### config.mk
export PLATFORM = sky130hd
export DESIGN_NAME = conv_req_arbiter
export DESIGN_NICKNAME = d
export VERILOG_FILES = /design/src/rtl/conv_req_arbiter.sv
export SDC_FILE = /design/constraint.sdc
export NUM_CORES = 1
export LEC_CHECK = 0
export ABC_AREA = 1
export CORE_UTILIZATION = 30
export DETAILED_ROUTE_END_ITERATION = 6
export MAX_ROUTING_LAYER = met4
export PLACE_DENSITY = 0.63
export SYNTH_ARGS = -nofsm -noshare
export SYNTH_HDL_FRONTEND = slang
export SYNTH_SLANG_ARGS = --single-unit
### constraint.sdc
create_clock -name clk -period 4.1 [get_ports clk]
set_clock_uncertainty 0.05 [all_clocks]
set_input_delay 1.23 -clock clk [delete_from_list [all_inputs] [get_ports clk]]
set_output_delay 1.23 -clock clk [all_outputs]
set_load 0.02 [all_outputs]
### src/rtl/conv_req_arbiter.sv
// Round-robin front end sharing one 8x8-tap convolution engine between two requesters (watchdog: CONV_ARB_TIMEOUT_EN).
// Latency: ack one cycle after grant; each engine result beat is re-registered with one cycle of delay.
// Backpressure: requests stay pending while a job is in flight; LOAD holds until the engine reports idle.
module conv_req_arbiter #(
    parameter int IN_LEN  = 8,
    parameter int OUT_LEN = 15
`ifdef CONV_ARB_TIMEOUT_EN
    ,
    parameter int TIMEOUT_CYCLES = 64
`endif
) (
    input  logic                          clk,
    input  logic                          reset,
    input  logic                          req0,
    input  logic [8*IN_LEN-1:0]           data0,
    output logic                          ack0,
    input  logic                          req1,
    input  logic [8*IN_LEN-1:0]           data1,
    output logic                          ack1,
    input  logic                          eng_busy,
    input  logic                          eng_out_valid,
    input  logic [7:0]                    eng_dout,
    output logic                          eng_in_en,
    output logic [3:0]                    eng_din,
    output logic                          res_valid,
    output logic                          res_id,
    output logic [$clog2(OUT_LEN)-1:0]    res_idx,
    output logic [7:0]                    res_data,
    output logic                          res_last,
    output logic                          active,
    output logic                          err
);
    localparam int FEED_LEN = 2 * IN_LEN;
    localparam int FCW      = $clog2(FEED_LEN);
    localparam int OCW      = $clog2(OUT_LEN);

    typedef enum logic [2:0] {S_IDLE, S_LOAD, S_FEED, S_WAIT_OUT, S_COLLECT} state_t;

    state_t                state_q, state_d;
    logic                  last_grant_q, last_grant_d;
    logic                  owner_q, owner_d;
    logic [8*IN_LEN-1:0]   data_q, data_d;
    logic [FCW-1:0]        feed_cnt_q, feed_cnt_d;
    logic [OCW-1:0]        out_cnt_q, out_cnt_d;
    logic                  ack0_q, ack0_d, ack1_q, ack1_d;
    logic                  res_valid_q, res_valid_d, res_id_q, res_id_d, res_last_q, res_last_d;
    logic [OCW-1:0]        res_idx_q, res_idx_d;
    logic [7:0]            res_data_q, res_data_d;
    logic                  grant_1;

    // Requester 1 wins when alone, or on a tie when requester 0 was served last.
    assign grant_1 = req1 & (~req0 | ~last_grant_q);

`ifdef CONV_ARB_TIMEOUT_EN
    localparam int WDW = $clog2(TIMEOUT_CYCLES + 1);
    logic [WDW-1:0] wd_q, wd_d;
    logic           err_q, wd_run, wd_fire;

    assign wd_run  = (state_q == S_LOAD) || (state_q == S_WAIT_OUT);
    assign wd_fire = wd_run && (wd_q == WDW'(TIMEOUT_CYCLES - 1));
    assign wd_d    = (!wd_run || (state_d != state_q)) ? '0 : wd_q + 1'b1;

    always_ff @(posedge clk or posedge reset) begin
        if (reset) begin
            wd_q  <= '0;
            err_q <= 1'b0;
        end else begin
            wd_q  <= wd_d;
            err_q <= wd_fire;
        end
    end
    assign err = err_q;
`else
    assign err = 1'b0;
`endif

    always_comb begin
        state_d      = state_q;
        last_grant_d = last_grant_q;
        owner_d      = owner_q;
        data_d       = data_q;
        feed_cnt_d   = feed_cnt_q;
        out_cnt_d    = out_cnt_q;
        ack0_d       = 1'b0;
        ack1_d       = 1'b0;
        res_valid_d  = 1'b0;
        res_id_d     = 1'b0;
        res_idx_d    = '0;
        res_data_d   = '0;
        res_last_d   = 1'b0;
        case (state_q)
            S_IDLE: begin
                if (req0 || req1) begin
                    data_d       = grant_1 ? data1 : data0;
                    owner_d      = grant_1;
                    last_grant_d = grant_1;
                    ack0_d       = ~grant_1;
                    ack1_d       = grant_1;
                    state_d      = S_LOAD;
                end
            end
            S_LOAD: begin
                if (!eng_busy) begin
                    feed_cnt_d = '0;
                    state_d    = S_FEED;
                end
            end
            S_FEED: begin
                feed_cnt_d = feed_cnt_q + 1'b1;
                if (feed_cnt_q == FCW'(FEED_LEN - 1)) begin
                    feed_cnt_d = '0;
                    out_cnt_d  = '0;
                    state_d    = S_WAIT_OUT;
                end
            end
            S_WAIT_OUT, S_COLLECT: begin
                // out_cnt is zero on entry to WAIT_OUT, so the first beat lands at index 0.
                if (eng_out_valid) begin
                    res_valid_d = 1'b1;
                    res_id_d    = owner_q;
                    res_idx_d   = out_cnt_q;
                    res_data_d  = eng_dout;
                    if (out_cnt_q == OCW'(OUT_LEN - 1)) begin
                        res_last_d = 1'b1;
                        out_cnt_d  = '0;
                        state_d    = S_IDLE;
                    end else begin
                        out_cnt_d  = out_cnt_q + 1'b1;
                        state_d    = S_COLLECT;
                    end
                end
            end
            default: state_d = S_IDLE;
        endcase
`ifdef CONV_ARB_TIMEOUT_EN
        // Abandon the job; last_grant is left alone so the other side wins the next tie.
        if (wd_fire) begin
            state_d     = S_IDLE;
            feed_cnt_d  = '0;
            out_cnt_d   = '0;
            res_valid_d = 1'b0;
            res_id_d    = 1'b0;
            res_idx_d   = '0;
            res_data_d  = '0;
            res_last_d  = 1'b0;
        end
`endif
    end

    always_ff @(posedge clk or posedge reset) begin
        if (reset) begin
            state_q      <= S_IDLE;
            last_grant_q <= 1'b1;
            owner_q      <= 1'b0;
            data_q       <= '0;
            feed_cnt_q   <= '0;
            out_cnt_q    <= '0;
            ack0_q       <= 1'b0;
            ack1_q       <= 1'b0;
            res_valid_q  <= 1'b0;
            res_id_q     <= 1'b0;
            res_idx_q    <= '0;
            res_data_q   <= '0;
            res_last_q   <= 1'b0;
        end else begin
            state_q      <= state_d;
            last_grant_q <= last_grant_d;
            owner_q      <= owner_d;
            data_q       <= data_d;
            feed_cnt_q   <= feed_cnt_d;
            out_cnt_q    <= out_cnt_d;
            ack0_q       <= ack0_d;
            ack1_q       <= ack1_d;
            res_valid_q  <= res_valid_d;
            res_id_q     <= res_id_d;
            res_idx_q    <= res_idx_d;
            res_data_q   <= res_data_d;
            res_last_q   <= res_last_d;
        end
    end

    // f and g are packed back to back, so stream position n is simply nibble n of the word.
    assign eng_in_en = (state_q == S_FEED);
    assign eng_din   = eng_in_en ? data_q[{feed_cnt_q, 2'b00} +: 4] : 4'd0;
    assign active    = (state_q != S_IDLE);
    assign ack0      = ack0_q;
    assign ack1      = ack1_q;
    assign res_valid = res_valid_q;
    assign res_id    = res_id_q;
    assign res_idx   = res_idx_q;
    assign res_data  = res_data_q;
    assign res_last  = res_last_q;
endmodule

==> summary.md, run 1 <==
| Metric | Value |
|---|---|
| Crit-path cells | inv_1 -> buf_4 -> nand2_1 -> nand3_1 -> nand3_1 -> nand3_1 -> a21oi_1 -> clkdlybuf4s50_1 |
| Count leader, synth | dfrtp_1 |
| Final hold violations | 0 |
| Fraction of layout cells with a size suffix above 1 | 9.14% |
| R2R cell count | 7 |
| Setup Total Neg Slack | 0 ns |
| Worst endpoint required time | ~2.8 ns |
| Min-Delay Path Class | register to register |
| Reg area | about 2400 sq um |
| Crit Path Class | register to output port |
| Top cell type's share of synthesized area | between 40% and 50% |
| Crit path max fanout | 18 |
| Routed met1 length | about 6.9 mm |
| Status | completed |
| Yosys reg bits | 94 |
| Vias in the first global route | between 4k and 5k |
| Reg power frac | between 30% and 40% |
| Hpwl dp | about 11 mm |
| Pins over their slew limit | 0 |
| Period minus WS final | between 3 and 4 ns |
| Postcts setup bufs | 0 |
| Ant diodes | 0 |
| Delay of the slowest critical-path stage | 0.57 ns |
| Non-filler instance count after layout | about 1000 |
| I/O pin total | between 150 and 200 |
| Clk slew on worst S/H paths | 0.06 ns |
| Row count | 47 |
| Syn Inst Count | 630 |
| TritonCTS Buffers | 9 |
| Clk pwr share | between 10% and 20% |
| Fmax | 0.272 GHz |
| GR Overflow Total | 0 |
| Clk_lat worst skew | 0.34 ns |
| Die H | approximately 130 um |
| Met3 routed WL | ~640 um |
| Slew headroom | 61.6% |
| Post-synthesis to final-layout area growth | 40.8% |
| RR Endpoint | out_cnt_q[1] |
| Max Used Layer | met4 |
| PortBufs | roughly 160 |
| Via count | about 4.7k |
| Final period util | approximately nine tenths |
| Leak pwr | 0.00323 uW |
| Clock sinks | between 90 and 100 |
| Die X | between 100 and 150 um |
| Pre-antenna DRT Iters | 5 |
| DRC Markers | 0 |
| Die ar. | 17500 sq um |
| Worst slew pin tran | roughly 0.58 ns |
| Netlist cell types | 30 |
| GR Util All Layers | approximately 18% |
| First-pass GRT wire length | 24.1 mm |
| Clock Tree Root | clkbuf_16 |
| Proportion of synthesized flip-flops having asynchronous set or reset | 100% |
| Antenna violations before repair | 0 |
| Nets | roughly 920 |
| Most instantiated cells after synthesis | dfrtp_1, nand2_1, nor2_1 |
| Setup crit end kind | output port |
| TritonCTS clock tree | yes |
| Top_reg_cell synth | dfrtp_1 |
| GPL Wtd Cong | roughly 0.84 |
| Critical path origin | feed_cnt_q[0] |
| Vias per inst | ~4.7 |
| Syn_nets | about 780 |
| DR iter-0 viols | roughly 250 |
| Largest net degree at the start of global routing | 81 |
| Final wirelength | roughly 15 mm |
| Critical Path Slowest Stage Cell | clkdlybuf4s50_1 |
| Psw | roughly 1900 uW |
| Pwr Density | approximately 630 nW/um^2 |
| Worst path arrival time | between 2 and 2.5 ns |
| Final setup fails | 0 |
| Comb pwr share | between 50 and 60% |
| Syn_area_per_cell | slightly above 8 sq um |
| R2R Path Start | state_q[0] |
| Number of synthesized flops with an enable pin | 0 |
| Routed wl met2 | between 6 and 7 mm |
| Worst reg2reg setup slack | 2.17 ns |
| Maximum clock path buffer count | 2 |
| Sw Ratio | 41.3% |
| Cts repair resizes | 0 |
| CP startpoint kind | register |
| Max cap viols | 0 |
| Top post-synthesis cells by area | dfrtp_1, o22ai_2, nand3_1 |
| Internal power | 2660 uW |
| Critical path depth in cells | 8 |
| Routed Antenna Nets | 0 |
| Syn Std Cell Area | 5090 sq um |
| CP most frequent cell | nand3_1 |
| Drt wl/cell | approximately 15 um |
| VDD IR-drop max | approximately 0.33 mV |
| Area leader, netlist | dfrtp_1 |
| Register area share after synthesis | 46.3% |
| Syn. warnings | 0 |
| Termination of the worst setup path | eng_din[2] |
| Core Footprint | approximately 17000 sq um |
| Hold buffers post-CTS | 0 |
| Multi-input logic area | between 2000 and 2500 sq um |
| Starting density of the core | roughly 31% |
| WP buf/inv | 3 |
| Unrepaired setup endpoints after global routing | false |
| Top delay family on crit path | buffers and inverters |
| H-tree depth | 3 |
| Dpl cells | slightly below 1k |
| Fillers | roughly 1.7k |
## sequential cells by signal, summed over array words and instances (netlist names)
signal / flops
ack0: 1
ack1: 1
data_q: 64
feed_cnt_q: 4
last_grant_q: 1
out_cnt_q: 4
owner_q: 1
res_data: 8
res_id: 1
res_idx: 4
res_last: 1
res_valid: 1
state_q: 3
## power groups by stage
stage               clock, uW  combinational [uW]  sequential (uW)
finish                    773                2300             1460
global route              843                2570             1500
CTS                       798                2320             1460
detailed placement          0                2310             1480
global placement            0                2290             1470
floorplan                   0                1680             1470
## stage by stage
stage / utilization, % / hold WS, ns / power (uW) / setup WS, ns / instance area (sq um)
floorplan: - / 0.392 / 3150 / 0.373 / 5090
global placement: 41.6 / 0.405 / 3760 / 0.782 / 6900
detailed placement: 41.6 / 0.409 / 3790 / 0.798 / 6900
CTS: 43.2 / 0.419 / 4580 / 0.411 / 7160
global route: 43.2 / 0.469 / 4910 / 0.229 / 7160
finish: 43.2 / 0.432 / 4530 / 0.424 / 7160
## worst min-delay path by stage
stage | startpoint | endpoint | slack (ns) | depth (start not counted)
after floorplan | last_grant_q | last_grant_q | 0.39 | 2
after global placement | last_grant_q | last_grant_q | 0.40 | 2
after detailed placement | last_grant_q | last_grant_q | 0.41 | 2
after CTS | last_grant_q | last_grant_q | 0.42 | 2
after global routing | last_grant_q | last_grant_q | 0.47 | 2
final | last_grant_q | last_grant_q | 0.43 | 2
## kinds of logic (layout without fill, tap and decap cells)
family / Yosys count / in the layout / share of synthesized area [%]
other: 1 / 1 / 0.0737
buffers and inverters: 131 / 278 / 11.1
DFF: 94 / 94 / 46.3
and+or+nand+nor: 249 / 249 / 20.5
AOI/OAI and AO/OA: 149 / 149 / 20.8
adders and majority gates: 3 / 3 / 0.738
xor gates and xnor gates: 2 / 2 / 0.344
muxes: 1 / 1 / 0.197
## layout by cell type, fill, tap and decap left out, types with 7 or more instances in the layout
| master | synthesis | layout |
|---|---|---|
| buf_4 | 6 | 7 |
| nand3_1 | 67 | 67 |
| o22ai_1 | 31 | 31 |
| clkdlybuf4s50_1 | 0 | 164 |
| o21ai_1 | 39 | 39 |
| o21ai_0 | 36 | 36 |
| nor2_1 | 88 | 88 |
| clkbuf_16 | 0 | 9 |
| nand2_1 | 88 | 87 |
| dfrtp_1 | 93 | 93 |
| inv_1 | 86 | 84 |
| o22ai_2 | 34 | 34 |
## cell type report
cell class / instances / share of cell area [%]
inverter: 88 / 4.65
tap: 220 / 3.84
clock buffer: 11 / 3.39
clock inverter: 5 / 0.349
multi-input combinational: 405 / 30.4
timing repair buffer: 174 / 24.5
sequential: 94 / 32.9
## worst reg2reg max path: cells and delay by family (launching register included)
kind / cells / cell delay [ns]
and+or+nand+nor: 4 / 0.60
AOI/OAI and AO/OA: 2 / 0.55
DFF: 1 / 0.45
buffers and inverters: 1 / 0.18
## per-layer routing
metal / track usage [%] / up-vias
met1: 23.8 / 2152
met3: 2.77 / 18
met5: - / -
li1: - / 2348
met2: 28.4 / 140
met4: 6.90 / 0
Note: power is estimated with default switching activity, not from simulation.
==> run 2: changes to the inputs <==
CAP_MARGIN = 40   (was not set)
==> results of run 2 <==
The final DEF is identical to that of run 1; final timing and power are the same.
==> run 3: changes to the inputs <==
TNS_END_PERCENT = 20   (was not set)
==> results of run 3 <==
The final DEF is identical to that of run 1; final timing and power are the same.
